===== src/rtl/vga_pkg.sv =====
// Shared timing defaults, scan-counter type and colour-bar palette for the VGA sync generator.
package vga_pkg;

  localparam int DEF_DISP_COLS = 800;
  localparam int DEF_DISP_ROWS = 600;
  localparam int DEF_H_FP      = 56;
  localparam int DEF_H_SYNC    = 120;
  localparam int DEF_H_BP      = 64;
  localparam int DEF_V_FP      = 37;
  localparam int DEF_V_SYNC    = 6;
  localparam int DEF_V_BP      = 23;

  localparam int CNT_W     = 12;
  localparam int MAX_TOTAL = 4096;

  typedef logic [CNT_W-1:0] cnt_t;

  typedef struct packed {
    logic visible;
    logic hs_act;
    logic vs_act;
  } sync_flags_t;

  localparam logic [7:0] BAR_COLORS [0:7] = '{8'hFF, 8'hFC, 8'h1F, 8'h1C,
                                              8'hE3, 8'hE0, 8'h03, 8'h00};

  // Half-open window test done in int so an upper bound of 4096 still works.
  function automatic logic in_range(input cnt_t v, input int lo, input int hi);
    return (int'(v) >= lo) && (int'(v) < hi);
  endfunction

endpackage


===== src/rtl/vga_sync_gen_if.sv =====
// Bundle between the sync generator (master) and the renderer/pin side (slave).
// The test_pattern signal exists only when VGA_TEST_PATTERN_EN is defined.
interface vga_sync_gen_if;
  import vga_pkg::*;

  cnt_t       col_counter;
  cnt_t       row_counter;
  logic       frame_start;
  logic       hsync;
  logic       vsync;
  logic       video_on;
  logic [7:0] rgb_in;
  logic [7:0] rgb_out;
`ifdef VGA_TEST_PATTERN_EN
  logic       test_pattern;
`endif

  modport master (
`ifdef VGA_TEST_PATTERN_EN
    input  test_pattern,
`endif
    input  rgb_in,
    output col_counter, row_counter, frame_start,
    output hsync, vsync, video_on, rgb_out
  );

  modport slave (
`ifdef VGA_TEST_PATTERN_EN
    output test_pattern,
`endif
    output rgb_in,
    input  col_counter, row_counter, frame_start,
    input  hsync, vsync, video_on, rgb_out
  );

endinterface


===== src/rtl/sync_delay_line.sv =====
// WIDTH x DEPTH shift register with asynchronous reset value; DEPTH 0 is a plain wire.
module sync_delay_line #(
  parameter int              WIDTH       = 3,
  parameter int              DEPTH       = 0,
  parameter logic [WIDTH-1:0] RESET_VALUE = '0
) (
  input  logic             clk,
  input  logic             rst,
  input  logic [WIDTH-1:0] din,
  output logic [WIDTH-1:0] dout
);

  generate
    if (DEPTH == 0) begin : g_pass
      logic unused_clk_rst;
      assign unused_clk_rst = clk ^ rst;
      assign dout = din;
    end else begin : g_shift
      logic [WIDTH-1:0] stage [DEPTH];

      always_ff @(posedge clk or posedge rst) begin
        if (rst) begin
          for (int i = 0; i < DEPTH; i++) stage[i] <= RESET_VALUE;
        end else begin
          stage[0] <= din;
          for (int i = 1; i < DEPTH; i++) stage[i] <= stage[i-1];
        end
      end

      assign dout = stage[DEPTH-1];
    end
  endgenerate

endmodule


===== src/rtl/vga_sync_gen.sv =====
// VGA timing generator: scan counters, latency-matched sync/blank flags and registered pin outputs.
// Build macro VGA_TEST_PATTERN_EN adds a colour-bar override selected by test_pattern.
module vga_sync_gen
  import vga_pkg::*;
#(
  parameter int   DISP_COLS   = DEF_DISP_COLS,
  parameter int   DISP_ROWS   = DEF_DISP_ROWS,
  parameter int   H_FP        = DEF_H_FP,
  parameter int   H_SYNC      = DEF_H_SYNC,
  parameter int   H_BP        = DEF_H_BP,
  parameter int   V_FP        = DEF_V_FP,
  parameter int   V_SYNC      = DEF_V_SYNC,
  parameter int   V_BP        = DEF_V_BP,
  parameter logic SYNC_POL    = 1'b1,
  parameter int   RGB_LATENCY = 0
) (
  input logic            clk,
  input logic            rst,
  vga_sync_gen_if.master vga
);

  localparam int   H_TOTAL  = DISP_COLS + H_FP + H_SYNC + H_BP;
  localparam int   V_TOTAL  = DISP_ROWS + V_FP + V_SYNC + V_BP;
  localparam int   HS_START = DISP_COLS + H_FP;
  localparam int   HS_END   = HS_START + H_SYNC;
  localparam int   VS_START = DISP_ROWS + V_FP;
  localparam int   VS_END   = VS_START + V_SYNC;
  localparam cnt_t H_LAST   = cnt_t'(H_TOTAL - 1);
  localparam cnt_t V_LAST   = cnt_t'(V_TOTAL - 1);
`ifdef VGA_TEST_PATTERN_EN
  localparam int   BAR_W    = DISP_COLS / 8;
  localparam int   FLAG_W   = 6;
`else
  localparam int   FLAG_W   = 3;
`endif

  generate
    if (H_TOTAL > MAX_TOTAL || V_TOTAL > MAX_TOTAL) begin : g_total_check
      $error("vga_sync_gen: H_TOTAL and V_TOTAL must not exceed 4096");
    end
    if (RGB_LATENCY < 0 || RGB_LATENCY > 7) begin : g_latency_check
      $error("vga_sync_gen: RGB_LATENCY must be in 0..7");
    end
  endgenerate

  cnt_t        col, row, col_next, row_next;
  logic        frame_start_q;
  logic        hsync_q, vsync_q, video_on_q;
  logic [7:0]  rgb_q, pixel;
  sync_flags_t flags_now, flags_dly;
  logic [FLAG_W-1:0] line_in, line_out;

  always_comb begin
    col_next = col + cnt_t'(1);
    row_next = row;
    if (col == H_LAST) begin
      col_next = '0;
      row_next = (row == V_LAST) ? '0 : row + cnt_t'(1);
    end
  end

  // frame_start is decoded from the next counter values so it lines up with the counters.
  always_ff @(posedge clk or posedge rst) begin
    if (rst) begin
      col           <= '0;
      row           <= '0;
      frame_start_q <= 1'b0;
    end else begin
      col           <= col_next;
      row           <= row_next;
      frame_start_q <= (col_next == '0) && (row_next == cnt_t'(DISP_ROWS));
    end
  end

  always_comb begin
    flags_now.visible = (int'(col) < DISP_COLS) && (int'(row) < DISP_ROWS);
    flags_now.hs_act  = in_range(col, HS_START, HS_END);
    flags_now.vs_act  = in_range(row, VS_START, VS_END);
  end

`ifdef VGA_TEST_PATTERN_EN
  logic [2:0] bar_now, bar_dly;

  // Bar index counts how many bar boundaries the column has passed, avoiding a divider.
  always_comb begin
    bar_now = 3'd0;
    for (int k = 1; k < 8; k++) begin
      if (int'(col) >= k * BAR_W) bar_now = bar_now + 3'd1;
    end
  end

  assign line_in              = {flags_now, bar_now};
  assign {flags_dly, bar_dly} = line_out;
  assign pixel = vga.test_pattern ? BAR_COLORS[bar_dly] : vga.rgb_in;
`else
  assign line_in   = flags_now;
  assign flags_dly = line_out;
  assign pixel     = vga.rgb_in;
`endif

  sync_delay_line #(
    .WIDTH (FLAG_W),
    .DEPTH (RGB_LATENCY)
  ) u_delay (
    .clk  (clk),
    .rst  (rst),
    .din  (line_in),
    .dout (line_out)
  );

  always_ff @(posedge clk or posedge rst) begin
    if (rst) begin
      hsync_q    <= ~SYNC_POL;
      vsync_q    <= ~SYNC_POL;
      video_on_q <= 1'b0;
      rgb_q      <= 8'h00;
    end else begin
      hsync_q    <= flags_dly.hs_act ? SYNC_POL : ~SYNC_POL;
      vsync_q    <= flags_dly.vs_act ? SYNC_POL : ~SYNC_POL;
      video_on_q <= flags_dly.visible;
      rgb_q      <= flags_dly.visible ? pixel : 8'h00;
    end
  end

  assign vga.col_counter = col;
  assign vga.row_counter = row;
  assign vga.frame_start = frame_start_q;
  assign vga.hsync       = hsync_q;
  assign vga.vsync       = vsync_q;
  assign vga.video_on    = video_on_q;
  assign vga.rgb_out     = rgb_q;

endmodule

===== src/flat_wrapper.sv =====
// flat-port wrapper written by rule: the top's interface ports become plain ports
module vga_sync_gen_flat import vga_pkg::*;
#(
  parameter int   DISP_COLS   = DEF_DISP_COLS,
  parameter int   DISP_ROWS   = DEF_DISP_ROWS,
  parameter int   H_FP        = DEF_H_FP,
  parameter int   H_SYNC      = DEF_H_SYNC,
  parameter int   H_BP        = DEF_H_BP,
  parameter int   V_FP        = DEF_V_FP,
  parameter int   V_SYNC      = DEF_V_SYNC,
  parameter int   V_BP        = DEF_V_BP,
  parameter logic SYNC_POL    = 1'b1,
  parameter int   RGB_LATENCY = 0
)
  (clk, rst, vga_rgb_in, vga_col_counter, vga_row_counter, vga_frame_start, vga_hsync, vga_vsync, vga_video_on, vga_rgb_out);
  vga_sync_gen_if vga_i ();
  input logic clk;
  input logic rst;
  input wire logic [$bits(vga_i.rgb_in)-1:0] vga_rgb_in;
  output wire logic [$bits(vga_i.col_counter)-1:0] vga_col_counter;
  output wire logic [$bits(vga_i.row_counter)-1:0] vga_row_counter;
  output wire logic [$bits(vga_i.frame_start)-1:0] vga_frame_start;
  output wire logic [$bits(vga_i.hsync)-1:0] vga_hsync;
  output wire logic [$bits(vga_i.vsync)-1:0] vga_vsync;
  output wire logic [$bits(vga_i.video_on)-1:0] vga_video_on;
  output wire logic [$bits(vga_i.rgb_out)-1:0] vga_rgb_out;
  assign vga_i.rgb_in = vga_rgb_in;
  assign vga_col_counter = vga_i.col_counter;
  assign vga_row_counter = vga_i.row_counter;
  assign vga_frame_start = vga_i.frame_start;
  assign vga_hsync = vga_i.hsync;
  assign vga_vsync = vga_i.vsync;
  assign vga_video_on = vga_i.video_on;
  assign vga_rgb_out = vga_i.rgb_out;
  vga_sync_gen #(.DISP_COLS(DISP_COLS), .DISP_ROWS(DISP_ROWS), .H_FP(H_FP), .H_SYNC(H_SYNC), .H_BP(H_BP), .V_FP(V_FP), .V_SYNC(V_SYNC), .V_BP(V_BP), .SYNC_POL(SYNC_POL), .RGB_LATENCY(RGB_LATENCY)) u_core (.clk(clk), .rst(rst), .vga(vga_i));
endmodule

===== config.mk =====
export PLATFORM = sky130hd
export DESIGN_NAME = vga_sync_gen_flat
export DESIGN_NICKNAME = d
export VERILOG_FILES = /design/src/rtl/vga_pkg.sv /design/src/rtl/vga_sync_gen_if.sv /design/src/rtl/sync_delay_line.sv /design/src/rtl/vga_sync_gen.sv /design/src/flat_wrapper.sv
export SDC_FILE = /design/constraint.sdc
export NUM_CORES = 1
export LEC_CHECK = 0
export CAP_MARGIN = 20
export CORE_UTILIZATION = 54
export CTS_CLUSTER_DIAMETER = 60
export DETAILED_ROUTE_END_ITERATION = 10
export GPL_TIMING_DRIVEN = 0
export PLACE_DENSITY = 0.84
export RECOVER_POWER = 50
export SYNTH_ARGS = -nofsm -noshare
export SYNTH_HDL_FRONTEND = slang
export SYNTH_HIERARCHICAL = 1
export SYNTH_SLANG_ARGS = --single-unit

===== constraint.sdc =====
create_clock -name clk -period 5.7 [get_ports clk]
set_clock_uncertainty 0.1 [all_clocks]
set_input_delay 1.14 -clock clk [delete_from_list [all_inputs] [get_ports clk]]
set_output_delay 1.14 -clock clk [all_outputs]
set_load 0.05 [all_outputs]

# Word-level counts from Yosys, hierarchy flattened
# Index checks and enable logic that the tools add are counted.
# word_totals
input_bits,10
register_bits,36
word_cells,29
output_inout_bits,36
# op_classes
mux,6
addsub,2
reduce_logical,5
n_lt_le_gt_ge,6
n_eq_ne,3
# op_table
op,n
"12-bit by 10-bit less-than comparator with 1-bit output, second input constant",4
12-bit 2-to-1 mux,3
"12-bit by 1-bit adder with 12-bit output, second input constant",2
"12-bit by 10-bit equality test with 1-bit output, second input constant",2
"12-bit by 10-bit greater-or-equal comparator with 1-bit output, second input constant",2
"12-bit by 11-bit equality test with 1-bit output, second input constant",1
12-bit logical NOT,1
8-bit 2-to-1 mux,1
1-bit logical AND,4
1-bit 2-to-1 mux,2

# Logic depth before layout (Yosys ltp)
# depth
ltp_word,5
mapped_depth,9
ltp_nobuf,7

# By module
# The synthesis kept the hierarchy.
# by_module_without_submodules
mod,cells_per_inst,seq_area_each_um2,area_each_um2,n_inst
vga_sync_gen,213,900.9,2034.5,1
sync_delay_line,3,0.0,22.5,1

# Least setup slack after synthesis
# Ideal clock, no wire load.
# synth_path
kind,flip-flop to flip-flop
start,register u_core.col[1] (netlist: u_core/vga.col_counter[1])
end,register u_core.frame_start_q (netlist: u_core/vga.frame_start)
period_less_slack_ns,3.269
n_path_buf,2
stages_incl_launch_ff,10
arrival_ns,3.074
setup_ns,0.096
path_slack_ns,2.431
required_time_ns,5.504
cell_sequence,dfrtp_1 -> ha_1 -> buf_2 -> nand3_1 -> or4_4 -> buf_6 -> or4_1 -> xnor2_1 -> a2111o_1 -> nor4_2
# synth_between
elab_chain_cells,4
word_cells_on_any_way,7
cone_classes,add/sub: 1; eq/ne: 2; mux: 2; reduce/logical: 2
# synth_lines
element,line,text
"start, declared",vga_sync_gen.sv:46,"cnt_t col, row, col_next, row_next;"
"start signal, assigned",vga_sync_gen.sv:69,col <= col_next;
12-bit by 11-bit equality test with 1-bit output,vga_sync_gen.sv:56,if (col == H_LAST) begin
12-bit 2-to-1 mux,vga_sync_gen.sv:56,
via u_core.row_next[10],vga_sync_gen.sv:46,
12-bit by 10-bit equality test with 1-bit output,vga_sync_gen.sv:71,frame_start_q <= (col_next == '0) && (row_next == cnt_t'(DISP_ROWS));
1-bit logical AND,vga_sync_gen.sv:71,
"end signal, assigned",vga_sync_gen.sv:71,
"end, declared",vga_sync_gen.sv:47,logic frame_start_q;
# The timed path passes the listed nets, and every way through them passes these cells.

# Worst setup path in the final report
# layout_path
start,register u_core.col[0] (netlist: u_core/vga.col_counter[0])
end,register u_core.frame_start_q (netlist: u_core/vga.frame_start)
# Same word-level chain as after synthesis.

==> summary.json <==
{
  "setup_path": {
    "crit_required_ns": 5.79,
    "maximum_single_stage_delay_on_the_critical_path_ns": 0.91,
    "worstPathMaxFanout": 9,
    "reg2reg_setup_slack_ns": 2.22,
    "critPathCaptureType": "flip-flop",
    "critical_path.most_common_cell": "sky130_fd_sc_hd__nor4_2",
    "critPathKind": "flip-flop to flip-flop",
    "worst-endpoint-arrival_ns": 3.57,
    "cell_breakdown_of_the_critical_path": "ha_1 > clkbuf_1 > nand3_1 > nor4_2 > nand4_1 > xnor2_1 > or4_4 > nor4_2",
    "cp-start-kind": "flip-flop",
    "cpMaxStageDelayCell": "sky130_fd_sc_hd__nor4_2"
  },
  "detailed_routing": {
    "wl_per_cell_um": 14.80,
    "route.vias.total": 1836,
    "avgViaCountPerCell": 5.774,
    "drt_pass_1_iters": 5,
    "drt_iter0_markers": 99,
    "finalWirelength_um": 4705,
    "drc": 0,
    "ant_nets": 0
  },
  "power": {
    "static-leakage-power_nw": 1.093,
    "worst_vdd_drop_v": 0.0001237,
    "cellPowerDensity_nw_per_um2": 189.1
  },
  "clock_tree": {
    "cts-buffers-inserted": 5,
    "postCtsHoldBufs": 0,
    "numClockSinks": 36,
    "clock_latency_ns": 0.29,
    "post-cts-setup-buffers": 0,
    "cts_htree_levels": 2,
    "ctsResizeCount": 0,
    "cts.root.buffer_cell": "sky130_fd_sc_hd__clkbuf_8",
    "clock_tree_from_tritoncts": "yes",
    "ctsLongestPathBuffers": 2,
    "cts.clk_slew.worst_paths_ns": 0.07
  },
  "global_route": {
    "grt_start_max_net_pins": 26,
    "grt_pass1_vias": 1682,
    "globalRouteOverflowTotal": 0,
    "grt_pass1_wl_um": 7914,
    "grt_antenna_before_repair": 0,
    "total_global_route_track_usage_pct": 25.54
  },
  "logic_synthesis": {
    "synthArstFlopShare_pct": 100.0,
    "yosys.cell_count.top_type": "sky130_fd_sc_hd__dfrtp_1",
    "yosys_most_used_dff": "sky130_fd_sc_hd__dfrtp_1",
    "synth_cell_types": 46,
    "post-synth-top-area-cell": "sky130_fd_sc_hd__dfrtp_1",
    "syn_area_per_cell_sq_um": 9.523,
    "synth_top_area_share_pct": 43.80,
    "postSynthRegisterBits": 36,
    "synth-seq-area-share_pct": 43.80,
    "syn-num-nets": 231,
    "post_synth_main_area_contributors": "sky130_fd_sc_hd__dfrtp_1 (44%), sky130_fd_sc_hd__xnor2_1 (3.8%), sky130_fd_sc_hd__xor2_1 (3.8%)",
    "synth_edf_count": 0,
    "syn_inst": 216,
    "synthesis.yosys.warnings": 6,
    "post_synthesis_cell_area_sq_um": 2057,
    "ys_top_cells_by_count": "sky130_fd_sc_hd__dfrtp_1 (36), sky130_fd_sc_hd__nand2_1 (19), sky130_fd_sc_hd__nand3_1 (14), sky130_fd_sc_hd__nor2_1 (12), sky130_fd_sc_hd__and2_1 (10)"
  },
  "finish": {
    "utilization_pct": 73.00,
    "stdcell_count": 318,
    "finish.net_count": 284,
    "antenna_cell_count": 0,
    "syn_to_final_growth_pct": 29.93,
    "share_of_layout_cells_above_drive_strength_1_pct": 7.778
  },
  "sta": {
    "worst_pin_slew_ns": 1.282,
    "hold_slack_ns": 0.4413,
    "timing.setup.tns_ns": 0,
    "slew_headroom_pct": 14.55,
    "drv_slew": 0,
    "hold_fails_final_rpt": 0,
    "setup_viol": 0,
    "fmaxAchievable_ghz": 0.2875,
    "rsz0062_at_grt": "no",
    "final_period_utilization_pct": 61.02,
    "fin_crit_ns": 3.478
  },
  "floorplanning": {
    "fp.dieW_um": 63.72,
    "fp.dieArea_sq_um": 4060,
    "std_cell_rows": 22,
    "io_pins": 46,
    "placeableCoreArea_sq_um": 3661,
    "floorplan.initialDensity_pct": 56.19,
    "die_height_um": 63.72
  },
  "place": {
    "detailedPlacementHpwl_um": 3419,
    "numPlacedInstances": 310,
    "gp_congestion": 0.9096,
    "port-buffer-count": 45
  },
  "run": {
    "drv.max_cap_violation_count": 0
  },
  "outcome": {
    "status": "complete, no violations"
  },
  "worst_hold_path": {
    "min-delay-path-class": "flip-flop to flip-flop"
  }
}
[power by group]
part | total, mW | internal [mW] | switching [mW]
clock | 0.217 | 0.130 | 0.0877
combinational | 0.0292 | 0.0114 | 0.0177
sequential | 0.259 | 0.258 | 0.000719
total | 0.505 | 0.399 | 0.106
[logic make-up after synthesis]
| family | synth area share (%) |
|---|---|
| AO/OA/AOI/OAI | 10.34 |
| XOR/XNOR | 7.665 |
| adder cells (fa/ha/maj) | 3.041 |
| buffers and inverters | 5.657 |
| flip-flops | 43.80 |
| multiplexers | 0.4866 |
| AND/OR/NAND/NOR | 29.01 |
[path summary, 6_finish.rpt]
path,from,end,cells past startpoint
min in group asynchronous,rst,u_core/vga.col_counter[3]$_DFF_PP0_,2
hold reg to reg,u_core/vga.col_counter[0]$_DFF_PP0_,u_core/vga.col_counter[0]$_DFF_PP0_,1
max in group asynchronous,rst,u_core/vga.row_counter[6]$_DFF_PP0_,3
setup / recovery,u_core/vga.col_counter[0]$_DFF_PP0_,u_core/vga.frame_start$_DFF_PP0_,8
hold / removal,u_core/vga.col_counter[0]$_DFF_PP0_,u_core/vga.col_counter[0]$_DFF_PP0_,1
setup reg to reg,u_core/vga.col_counter[0]$_DFF_PP0_,u_core/vga.frame_start$_DFF_PP0_,8
[flip-flops by register name, indices dropped and copies added (netlist names)]
register                flops
u_core/vga.col_counter     12
u_core/vga.row_counter     12
u_core/vga.rgb_out          8
u_core/vga.frame_start      1
u_core/vga.hsync            1
u_core/vga.video_on         1
u_core/vga.vsync            1
[critical path: cells and delay by family (launching register included)]
| family | cells | cell delay [ns] |
|---|---|---|
| adder cells (fa/ha/maj) | 1 | 0.17 |
| flip-flops | 1 | 0.43 |
| buffers and inverters | 1 | 0.31 |
| AND/OR/NAND/NOR | 5 | 2.17 |
| XOR/XNOR | 1 | 0.21 |
[layer usage]
layer,vias to the layer above,track usage (%),part of all wire (%)
met2,79,39.63,47
met3,10,6.703,7.0
li1,872,-,-
met1,875,35.14,45
met5,-,0,0
met4,0,7.102,1.3
[area by class of cell]
type                       instances  area, sq um
clock buffer                       6        72.57
sequential                        36        900.9
multi-input combinational        158         1040
buffer                            17        91.34
clock inverter                     2        35.03
inverter                           5        18.77
tap                               48        60.06
timing repair buffer              46        454.2
fill                             283        988.4
[placed cells by master, fill, tap and decap left out, types with 2 or more instances in the layout]
| cell | n |
|---|---|
| sky130_fd_sc_hd__buf_4 | 2 |
| sky130_fd_sc_hd__o21ai_0 | 7 |
| sky130_fd_sc_hd__or4_1 | 4 |
| sky130_fd_sc_hd__buf_6 | 2 |
| sky130_fd_sc_hd__a21boi_0 | 2 |
| sky130_fd_sc_hd__clkdlybuf4s50_1 | 44 |
| sky130_fd_sc_hd__and2_0 | 5 |
| sky130_fd_sc_hd__buf_2 | 4 |
| sky130_fd_sc_hd__ha_1 | 5 |
| sky130_fd_sc_hd__a21oi_1 | 6 |
| sky130_fd_sc_hd__xnor2_1 | 9 |
| sky130_fd_sc_hd__and3_1 | 3 |
| sky130_fd_sc_hd__nor4b_1 | 3 |
| sky130_fd_sc_hd__and2_1 | 5 |
| sky130_fd_sc_hd__a21o_1 | 4 |
| sky130_fd_sc_hd__or4_4 | 2 |
| sky130_fd_sc_hd__inv_1 | 5 |
| sky130_fd_sc_hd__nand2b_1 | 4 |
| sky130_fd_sc_hd__clkbuf_8 | 5 |
| sky130_fd_sc_hd__dfrtp_1 | 36 |
| sky130_fd_sc_hd__nand3_1 | 14 |
| sky130_fd_sc_hd__nor2_1 | 12 |
| sky130_fd_sc_hd__clkbuf_1 | 11 |
| sky130_fd_sc_hd__xor2_1 | 9 |
| sky130_fd_sc_hd__or3_1 | 2 |
| sky130_fd_sc_hd__nand2_1 | 19 |
| sky130_fd_sc_hd__nor3_1 | 6 |
| sky130_fd_sc_hd__nor4_1 | 7 |
| sky130_fd_sc_hd__o31ai_1 | 3 |
| sky130_fd_sc_hd__nor4_2 | 2 |
| sky130_fd_sc_hd__nand4_1 | 7 |
[through the flow]
stage | setup WS [ns] | power (mW) | instance area (sq um)
2_1_floorplan | 2.431 | 0.2800 | 2057
3_3_place_gp | 2.533 | 0.2929 | 2567
3_5_place_dp | 2.459 | 0.2959 | 2595
4_1_cts | 2.443 | 0.5120 | 2703
5_1_grt | 2.007 | 0.5265 | 2673
6_report | 2.222 | 0.5055 | 2673
No activity file was read; power rests on OpenSTA's default activity.
